## src/rtl/ysyx_24090012_csr_pkg.sv

```systemverilog
// Constants shared by the trap sequencer and the CSR register file:
// machine-mode CSR addresses, mstatus field positions and sequencer states.
package ysyx_24090012_csr_pkg;

    localparam logic [11:0] CSR_MSTATUS = 12'h300;
    localparam logic [11:0] CSR_MTVEC   = 12'h305;
    localparam logic [11:0] CSR_MEPC    = 12'h341;
    localparam logic [11:0] CSR_MCAUSE  = 12'h342;

    localparam int MSTATUS_MIE    = 3;
    localparam int MSTATUS_MPIE   = 7;
    localparam int MSTATUS_MPP_LO = 11;
    localparam int MSTATUS_MPP_HI = 12;

    typedef enum logic [2:0] {
        S_IDLE,
        S_T_MEPC,
        S_T_MCAUSE,
        S_T_MSTATUS,
        S_M_MSTATUS,
        S_C_WRITE,
        S_REDIRECT
    } trap_state_e;

    // Only CSRs that physically exist in the register file accept writes.
    function automatic logic csr_writable(input logic [11:0] addr);
        return (addr == CSR_MSTATUS) || (addr == CSR_MTVEC) ||
               (addr == CSR_MEPC)    || (addr == CSR_MCAUSE);
    endfunction

endpackage

```

## src/rtl/ysyx_24090012_trap_ctrl_if.sv

```systemverilog
// Request/accept handshakes from the EXU, CSR file read/write ports and the
// IFU redirect, bundled between the trap sequencer and its neighbours.
interface ysyx_24090012_trap_ctrl_if;
    logic        trap_valid;
    logic [31:0] trap_pc;
    logic [31:0] trap_cause;
    logic        trap_ready;
    logic        mret_valid;
    logic        mret_ready;
    logic        csr_valid;
    logic [11:0] csr_addr;
    logic [31:0] csr_wdata;
    logic        csr_ready;
    logic [31:0] mstatus_i;
    logic [31:0] mtvec_i;
    logic [31:0] mepc_i;
    logic        csr_wen_o;
    logic [11:0] csr_waddr_o;
    logic [31:0] csr_wdata_o;
    logic        redirect_valid;
    logic [31:0] redirect_pc;
    logic        busy;

    modport master (
        output trap_valid, trap_pc, trap_cause, mret_valid, csr_valid,
               csr_addr, csr_wdata, mstatus_i, mtvec_i, mepc_i,
        input  trap_ready, mret_ready, csr_ready, csr_wen_o, csr_waddr_o,
               csr_wdata_o, redirect_valid, redirect_pc, busy
    );

    modport slave (
        input  trap_valid, trap_pc, trap_cause, mret_valid, csr_valid,
               csr_addr, csr_wdata, mstatus_i, mtvec_i, mepc_i,
        output trap_ready, mret_ready, csr_ready, csr_wen_o, csr_waddr_o,
               csr_wdata_o, redirect_valid, redirect_pc, busy
    );
endinterface

```

## src/rtl/ysyx_24090012_mstatus_xform.sv

```systemverilog
// Combinational mstatus update for trap entry (stack MIE into MPIE) and
// mret (restore MIE from MPIE). Both force MPP to machine mode.
module ysyx_24090012_mstatus_xform
    import ysyx_24090012_csr_pkg::*;
(
    input  logic [31:0] mstatus_i,
    input  logic        is_mret_i,
    output logic [31:0] mstatus_o
);

    always_comb begin
        mstatus_o = mstatus_i;
        mstatus_o[MSTATUS_MPP_HI:MSTATUS_MPP_LO] = 2'b11;
        if (is_mret_i) begin
            mstatus_o[MSTATUS_MIE]  = mstatus_i[MSTATUS_MPIE];
            mstatus_o[MSTATUS_MPIE] = 1'b1;
        end else begin
            mstatus_o[MSTATUS_MPIE] = mstatus_i[MSTATUS_MIE];
            mstatus_o[MSTATUS_MIE]  = 1'b0;
        end
    end

endmodule

```

## src/rtl/ysyx_24090012_trap_ctrl.sv

```systemverilog
// Trap/mret/CSR-write sequencer: serialises the three requesters onto the
// single CSR write port and issues the PC redirect for trap entry and mret.
module ysyx_24090012_trap_ctrl
    import ysyx_24090012_csr_pkg::*;
(
    input  logic                          clk,
    input  logic                          rst,
    ysyx_24090012_trap_ctrl_if.slave      bus
);

    trap_state_e state_q, state_d;
    logic [31:0] pc_q, pc_d;
    logic [31:0] cause_q, cause_d;
    logic [11:0] addr_q, addr_d;
    logic [31:0] wdata_q, wdata_d;
    logic        is_mret_q, is_mret_d;

    logic        idle;
    logic [31:0] mstatus_next;
    logic        wen;
    logic [11:0] waddr;
    logic [31:0] wdata;
    logic        redir;
    logic [31:0] redir_pc;

    ysyx_24090012_mstatus_xform u_xform (
        .mstatus_i (bus.mstatus_i),
        .is_mret_i (is_mret_q),
        .mstatus_o (mstatus_next)
    );

    assign idle           = (state_q == S_IDLE);
    assign bus.trap_ready = idle;
    assign bus.mret_ready = idle & ~bus.trap_valid;
    assign bus.csr_ready  = idle & ~bus.trap_valid & ~bus.mret_valid;
    assign bus.busy       = ~idle;

    always_ff @(posedge clk or negedge rst) begin
        if (!rst) begin
            state_q   <= S_IDLE;
            pc_q      <= '0;
            cause_q   <= '0;
            addr_q    <= '0;
            wdata_q   <= '0;
            is_mret_q <= 1'b0;
        end else begin
            state_q   <= state_d;
            pc_q      <= pc_d;
            cause_q   <= cause_d;
            addr_q    <= addr_d;
            wdata_q   <= wdata_d;
            is_mret_q <= is_mret_d;
        end
    end

    always_comb begin
        state_d   = state_q;
        pc_d      = pc_q;
        cause_d   = cause_q;
        addr_d    = addr_q;
        wdata_d   = wdata_q;
        is_mret_d = is_mret_q;
        wen       = 1'b0;
        waddr     = '0;
        wdata     = '0;
        redir     = 1'b0;
        redir_pc  = '0;

        unique case (state_q)
            S_IDLE: begin
                if (bus.trap_valid) begin
                    state_d   = S_T_MEPC;
                    pc_d      = bus.trap_pc;
                    cause_d   = bus.trap_cause;
                    is_mret_d = 1'b0;
                end else if (bus.mret_valid) begin
                    state_d   = S_M_MSTATUS;
                    is_mret_d = 1'b1;
                end else if (bus.csr_valid) begin
                    state_d   = S_C_WRITE;
                    addr_d    = bus.csr_addr;
                    wdata_d   = bus.csr_wdata;
                end
            end
            S_T_MEPC: begin
                wen     = 1'b1;
                waddr   = CSR_MEPC;
                wdata   = pc_q;
                state_d = S_T_MCAUSE;
            end
            S_T_MCAUSE: begin
                wen     = 1'b1;
                waddr   = CSR_MCAUSE;
                wdata   = cause_q;
                state_d = S_T_MSTATUS;
            end
            S_T_MSTATUS, S_M_MSTATUS: begin
                wen     = 1'b1;
                waddr   = CSR_MSTATUS;
                wdata   = mstatus_next;
                state_d = S_REDIRECT;
            end
            S_C_WRITE: begin
                // Unknown addresses still spend their cycle here, just without a strobe.
                wen     = csr_writable(addr_q);
                waddr   = addr_q;
                wdata   = wdata_q;
                state_d = S_IDLE;
            end
            S_REDIRECT: begin
                // Direct mode only: the low two bits of the target are dropped.
                redir    = 1'b1;
                redir_pc = (is_mret_q ? bus.mepc_i : bus.mtvec_i) & 32'hFFFF_FFFC;
                state_d  = S_IDLE;
            end
            default: state_d = S_IDLE;
        endcase
    end

    assign bus.csr_wen_o      = wen;
    assign bus.csr_waddr_o    = waddr;
    assign bus.csr_wdata_o    = wdata;
    assign bus.redirect_valid = redir;
    assign bus.redirect_pc    = redir_pc;

endmodule
```

## src/flat_wrapper.sv

```systemverilog
// flat-port wrapper written by rule: the top's interface ports become plain ports
module ysyx_24090012_trap_ctrl_flat import ysyx_24090012_csr_pkg::*;
  (clk, rst, bus_trap_valid, bus_trap_pc, bus_trap_cause, bus_mret_valid, bus_csr_valid, bus_csr_addr, bus_csr_wdata, bus_mstatus_i, bus_mtvec_i, bus_mepc_i, bus_trap_ready, bus_mret_ready, bus_csr_ready, bus_csr_wen_o, bus_csr_waddr_o, bus_csr_wdata_o, bus_redirect_valid, bus_redirect_pc, bus_busy);
  ysyx_24090012_trap_ctrl_if bus_i ();
  input  logic clk;
  input  logic rst;
  input wire logic [$bits(bus_i.trap_valid)-1:0] bus_trap_valid;
  input wire logic [$bits(bus_i.trap_pc)-1:0] bus_trap_pc;
  input wire logic [$bits(bus_i.trap_cause)-1:0] bus_trap_cause;
  input wire logic [$bits(bus_i.mret_valid)-1:0] bus_mret_valid;
  input wire logic [$bits(bus_i.csr_valid)-1:0] bus_csr_valid;
  input wire logic [$bits(bus_i.csr_addr)-1:0] bus_csr_addr;
  input wire logic [$bits(bus_i.csr_wdata)-1:0] bus_csr_wdata;
  input wire logic [$bits(bus_i.mstatus_i)-1:0] bus_mstatus_i;
  input wire logic [$bits(bus_i.mtvec_i)-1:0] bus_mtvec_i;
  input wire logic [$bits(bus_i.mepc_i)-1:0] bus_mepc_i;
  output wire logic [$bits(bus_i.trap_ready)-1:0] bus_trap_ready;
  output wire logic [$bits(bus_i.mret_ready)-1:0] bus_mret_ready;
  output wire logic [$bits(bus_i.csr_ready)-1:0] bus_csr_ready;
  output wire logic [$bits(bus_i.csr_wen_o)-1:0] bus_csr_wen_o;
  output wire logic [$bits(bus_i.csr_waddr_o)-1:0] bus_csr_waddr_o;
  output wire logic [$bits(bus_i.csr_wdata_o)-1:0] bus_csr_wdata_o;
  output wire logic [$bits(bus_i.redirect_valid)-1:0] bus_redirect_valid;
  output wire logic [$bits(bus_i.redirect_pc)-1:0] bus_redirect_pc;
  output wire logic [$bits(bus_i.busy)-1:0] bus_busy;
  assign bus_i.trap_valid = bus_trap_valid;
  assign bus_i.trap_pc = bus_trap_pc;
  assign bus_i.trap_cause = bus_trap_cause;
  assign bus_i.mret_valid = bus_mret_valid;
  assign bus_i.csr_valid = bus_csr_valid;
  assign bus_i.csr_addr = bus_csr_addr;
  assign bus_i.csr_wdata = bus_csr_wdata;
  assign bus_i.mstatus_i = bus_mstatus_i;
  assign bus_i.mtvec_i = bus_mtvec_i;
  assign bus_i.mepc_i = bus_mepc_i;
  assign bus_trap_ready = bus_i.trap_ready;
  assign bus_mret_ready = bus_i.mret_ready;
  assign bus_csr_ready = bus_i.csr_ready;
  assign bus_csr_wen_o = bus_i.csr_wen_o;
  assign bus_csr_waddr_o = bus_i.csr_waddr_o;
  assign bus_csr_wdata_o = bus_i.csr_wdata_o;
  assign bus_redirect_valid = bus_i.redirect_valid;
  assign bus_redirect_pc = bus_i.redirect_pc;
  assign bus_busy = bus_i.busy;
  ysyx_24090012_trap_ctrl u_core (.clk(clk), .rst(rst), .bus(bus_i));
endmodule
```

## config.mk

```make
export PLATFORM = sky130hd
export DESIGN_NAME = ysyx_24090012_trap_ctrl_flat
export DESIGN_NICKNAME = d
export VERILOG_FILES = /design/src/rtl/ysyx_24090012_csr_pkg.sv /design/src/rtl/ysyx_24090012_trap_ctrl_if.sv /design/src/rtl/ysyx_24090012_mstatus_xform.sv /design/src/rtl/ysyx_24090012_trap_ctrl.sv /design/src/flat_wrapper.sv
export SDC_FILE = /design/constraint.sdc
export NUM_CORES = 1
export LEC_CHECK = 0
export ABC_AREA = 1
export BUFFER_PORTS_ARGS = -buffer_cell sky130_fd_sc_hd__buf_2
export CAP_MARGIN = 20
export CORE_UTILIZATION = 30
export CTS_BUF_LIST = sky130_fd_sc_hd__clkbuf_8
export DETAILED_ROUTE_END_ITERATION = 10
export SYNTH_ARGS = -nofsm -noshare
export SYNTH_HDL_FRONTEND = slang
export SYNTH_SLANG_ARGS = --single-unit
```

## constraint.sdc

```tcl
create_clock -name clk -period 1.7 [get_ports clk]
set_input_delay 0.085 -clock clk [delete_from_list [all_inputs] [get_ports clk]]
set_output_delay 0.085 -clock clk [all_outputs]
set_load 0.05 [all_outputs]
```

### Yosys cells after proc, flatten, opt, wreduce, memory -nomap -nowiden

Index checks and enable logic that the tools add are counted.

* flip-flop bits (word level): 112
* word-level logic and storage cells: 46
* output and inout bits: 82
* input bits: 209

* reductions and logical operators: 10
* equal/unequal tests: 11
* multiplexer cells: 14
* bitwise logic cells: 5

Operators with widths (count)
* $pmux 32 s4: 1
* $mux 32: 2
* $eq 12x10->1 const B: 4
* $pmux 12 s4: 1
* $pmux 3 s4: 1
* $eq 3x3->1 const B: 3
* $mux 3: 3
* $eq 3x2->1 const B: 2
* $mux 1: 5
* $ne 4x4->1 const B: 1
* $reduce_and 2->1: 2
* $reduce_and 4->1: 1
* $reduce_or 4->1: 1
* $eq 3x1->1 const B: 1
* $logic_not 3->1: 1
* $logic_or 1x1->1: 3
* $not 1->1: 3
* $and 1x1->1: 2
* $pmux 1 s2: 1
* $reduce_bool 2->1: 1
* $reduce_or 2->1: 1

### Depth between registers and ports, before layout

* word-level depth: 5
* mapped depth: 8
* gate-level depth less buffers: 7

### Cells and area by module

A second synthesis with hierarchy kept.

* cells, all modules: 837
* area, all modules: 5948.2 µm²

Modules (own cells, without submodules)
* ysyx_24090012_trap_ctrl: seq. area each 2802.7 µm², cells an instance 801, area each 5700.5 µm², times used 1
* ysyx_24090012_mstatus_xform: seq. area each 0.0 µm², cells an instance 36, area each 247.7 µm², times used 1

### Worst setup path after synthesis

No wires, ideal clock.

* kind: register to register
* from: register u_core.state_q[1]
* to: register u_core.state_q[0]
* library setup time: 0.167 ns
* data arrival time: 2.156 ns
* required time: 1.533 ns
* clock period less this slack: 2.323 ns
* path buffers: 0
* path slack: -0.623 ns
* stages on the path, launching flop included: 7
* cell sequence: dfrtp_1 nor2_2 nand2_2 inv_1 nand2_1 nor2_1 a21oi_1

* elaborated cells between the ends (all ways): 8
* those cells by class: 5 x eq/ne; 1 x mux; 2 x reduce/logical

RTL lines
* start: declaration: RTL line ysyx_24090012_trap_ctrl.sv:11 `trap_state_e state_q, state_d;`
* start signal: assignment: RTL line ysyx_24090012_trap_ctrl.sv:47 `state_q <= state_d;`
* $logic_not 3->1 (*)
* via bus_trap_ready: RTL line flat_wrapper.sv:17 `output wire logic [$bits(bus_i.trap_ready)-1:0] bus_trap_ready;`
* $pmux 3 s4 / $ne 4x4->1 (equally long branches)

The timed path passes the listed nets; every way through them passes the cells marked *.
A chain may end at the register's enable or synchronous reset.

### Worst setup path after layout

* from: register u_core.state_q[2]
* to: output port bus_csr_wdata_o[21]

* longest elaborated chain between the ends: 3
* elaborated cells between the ends (all ways): 7
* those cells by class: 5 x eq/ne; 1 x mux; 1 x reduce/logical

RTL lines
* $eq 3x2->1 / $eq 3x3->1 (equally long branches): RTL line ysyx_24090012_trap_ctrl.sv:69 `unique case (state_q)`
* $reduce_or 2->1: RTL line ysyx_24090012_trap_ctrl.sv:69
* $pmux 32 s4 (*): RTL line ysyx_24090012_trap_ctrl.sv:69
* end: declaration: RTL line flat_wrapper.sv:22 `output wire logic [$bits(bus_i.csr_wdata_o)-1:0] bus_csr_wdata_o;`

Mark *: on every way between the ends. The rest lies on a longest branch, timed or not.

==> summary.md <==
| Metric | Value |
|---|---|
| Design Area, Final | 11380 sq um |
| Synth cell types | 22 |
| CTS clk-pin slew, worst paths | 0.10 ns |
| Endpoints failing setup | 127 |
| Final WS setup | -0.2589 ns |
| Synth top area share | 47.54% |
| Area delta synth->final | 93.08% |
| CTS tree | done |
| Final GP Congestion | 0.8127 |
| Max-Slew Margin vs Limit | 65.94% |
| Final hold viol count | 0 |
| Mapped cell area | 5896 sq um |
| 1st-iter DRT viols | 322 |
| Period Utilization, post-route | 115.2% |
| Initial antenna violation count | 2 |
| Vias in the first global route | 6807 |
| WL final | 26450 um |
| Largest buffer count on any clock path | 2 |
| Post-synth top cells | nand2_1 (472), dfrtp_1 (112), inv_1 (85) |
| Hold Crit Class | primary input to flip-flop |
| FILL cells | 1605 |
| Share of post-route cells with drive strength above 1 | 39.80% |
| Max cap viols | 0 |
| Post-synth EDFFs | 0 |
| Main area contributors after synthesis | dfrtp_1 (48%), nand2_1 (30%), inv_1 (5.4%) |
| Clock skew | 0.01247 ns |
| Die X-Extent | 142.2 um |
| Htree depth | 3 |
| Remaining DRCs | 0 |
| Crit Path Class | flip-flop to output port |
| Largest net degree at the start of global routing | 41 |
| Port Buffer Count | 282 |
| Worst Setup End Kind | output port |
| Design Power | 20800 uW |
| P_leak | 0.005838 uW |
| Clk_lat worst skew | 0.39 ns |
| DRT Pass-1 Iters | 5 |
| RSZ-0062 raised after global routing | true |
| DIE AREA | 20220 sq um |
| Worst Path Max Fanout | 14 |
| Post-DR vias/cell | 4.635 |
| Global-route wire length before repair | 33680 um |
| Max frequency | 510.5 MHz |
| Sequential area share after synthesis | 47.54% |
| Syn_area_per_cell | 6.816 sq um |
| Failing checks | setup timing |
| Minimum clock period | 1.959 ns |
| Area after DPL | 7930 sq um |
| DRT antenna net count | 0 |
| CP Data Required Time | 1.62 ns |
| Worst slack at placement | 0.01918 ns |
| Starting Density | 31.10% |
| Ports | 291 |
| DP Wirelength | 14770 um |
| Most used DFF post-synth | dfrtp_1 |
| Synthesized instance count | 865 |
| Crit path launch type | flip-flop |
| Rows | 50 |
| Register area | 2804 sq um |
| Clock root buffer | clkbuf_8 |
| Yosys reg bits | 112 |
| Core area | 18960 sq um |
| Arrival time at the worst endpoint | 1.87 ns |
| Most numerous cell in the Yosys netlist | nand2_1 |
| Nets | 1508 |
| Run status | finished, violations left |
| Congestion Overflow GR | 0 |
| PwrDens | 1828 nW/um^2 |
| Clock buffer count from CTS | 9 |
| Pins Over Slew Limit | 0 |
| Area leader, netlist | dfrtp_1 |
| Chip height | 142.2 um |
| Fraction of registers with async set/reset | 100.0% |
| VDD IR max | 1.546 mV |
| Vias | 7259 |
| Tot GR Track Use | 21.68% |
| Multi-input logic area | 3279 sq um |
| Yosys Warn Count | 0 |
| Worst slew pin tran | 0.5109 ns |
| Clk sinks | 112 |
| WL/cell | 16.89 um |
-- metal layers --
metal  GRT usage [%]  wire length, um  up-vias
met5               0                0        -
met4           6.169              605        0
met3           4.913             1688       41
met2           40.35            13350      291
met1           24.57            10800     3443
li1                -                -     3484
-- placed cells by master, fill, tap and decap left out, types with 3 or more instances in the layout --
cell type      instances
nand2_4                8
buf_12                21
clkbuf_8              11
a21oi_4               28
inv_2                  9
o21ai_0               30
nand4_1                3
dlygate4sd3_1        109
clkbuf_16             19
nand3_1                4
o21ai_1               15
inv_1                 73
dfrtp_1              111
clkinv_4               3
nor2_1                 7
a21oi_2                3
buf_8                 39
o21ai_2                5
nor2_4                13
nand2_2               37
buf_4                 16
buf_6                 61
nand3_2               27
buf_2                201
nand2_1              428
-- worst max-delay path: stages (launching register included) --
cell      delay [ns]
dfrtp_1         0.45
buf_6           0.15
o21ai_1         0.15
nand2_2         0.14
clkinv_4        0.11
buf_12          0.14
nand2_1         0.08
nand3_2         0.10
buf_8           0.15
-- logic make-up after synthesis --
family	count (synthesis)	share of synthesized area, %
simple gates	533	35.21
other cells	1	0.06361
flops	112	47.54
buf+inv	134	9.932
compound gates	85	7.258
-- final timing paths --
path	from	end	slack, ns	cells past startpoint
max in group asynchronous	rst	u_core.state_q[0]	0.86	3
worst max register to register	u_core.state_q[0]	u_core.wdata_q[20]	-0.09	9
worst min-delay path	bus_mret_valid	u_core.is_mret_q	0.04	3
min in group asynchronous	rst	u_core.pc_q[14]	0.20	2
worst min register to register	u_core.cause_q[28]	u_core.cause_q[28]	0.48	2
worst max-delay path	u_core.state_q[2]	bus_csr_wdata_o[21]	-0.26	8
-- stage by stage --
stage	TNS, ns	cells	hold slack (ns)	util [%]
final	-15.74	1566	0.03505	60.05
after global placement	0	1392	0.08884	41.84
after CTS	-8.951	1532	0.004195	53.10
after floorplan	-0.6053	866	-0.2106	-
after global routing	-27.98	1566	0.04343	60.05
after detailed placement	0	1392	0.08607	41.84
-- flip-flops by register name, indices dropped and copies added, names as in the netlist --
signal / flops
u_core.wdata_q: 32
u_core.addr_q: 12
u_core.state_q: 3
u_core.pc_q: 32
u_core.is_mret_q: 1
u_core.cause_q: 32
-- power breakdown --
group          switching [uW]  internal [uW]  leakage (uW)
combinational            8740           5680       0.00438
sequential                820           3940       0.00136
clock                     995            626     0.0000935
-- area by class of cell --
| cell class | count | area share (%) |
|---|---|---|
| Antenna cell | 2 | 0.04397 |
| Clock buffer | 11 | 1.330 |
| Clock inverter | 5 | 0.3517 |
| Inverter | 88 | 3.144 |
| Multi-Input combinational cell | 620 | 28.81 |
| Sequential cell | 112 | 24.63 |
| Tap cell | 260 | 2.858 |
| Timing Repair Buffer | 468 | 38.83 |
-- timing repair --
action | CTS | global route
setup buffers | 12 | 9
hold buffers | 109 | 0
endpoints found under the hold margin | 142 | 0
resized for setup | 210 | 204
cloned | 3 | 26
setup endpoints to repair | 79 | 132
pin swaps | 3 | 28
Note: power is estimated with default switching activity, not from simulation.
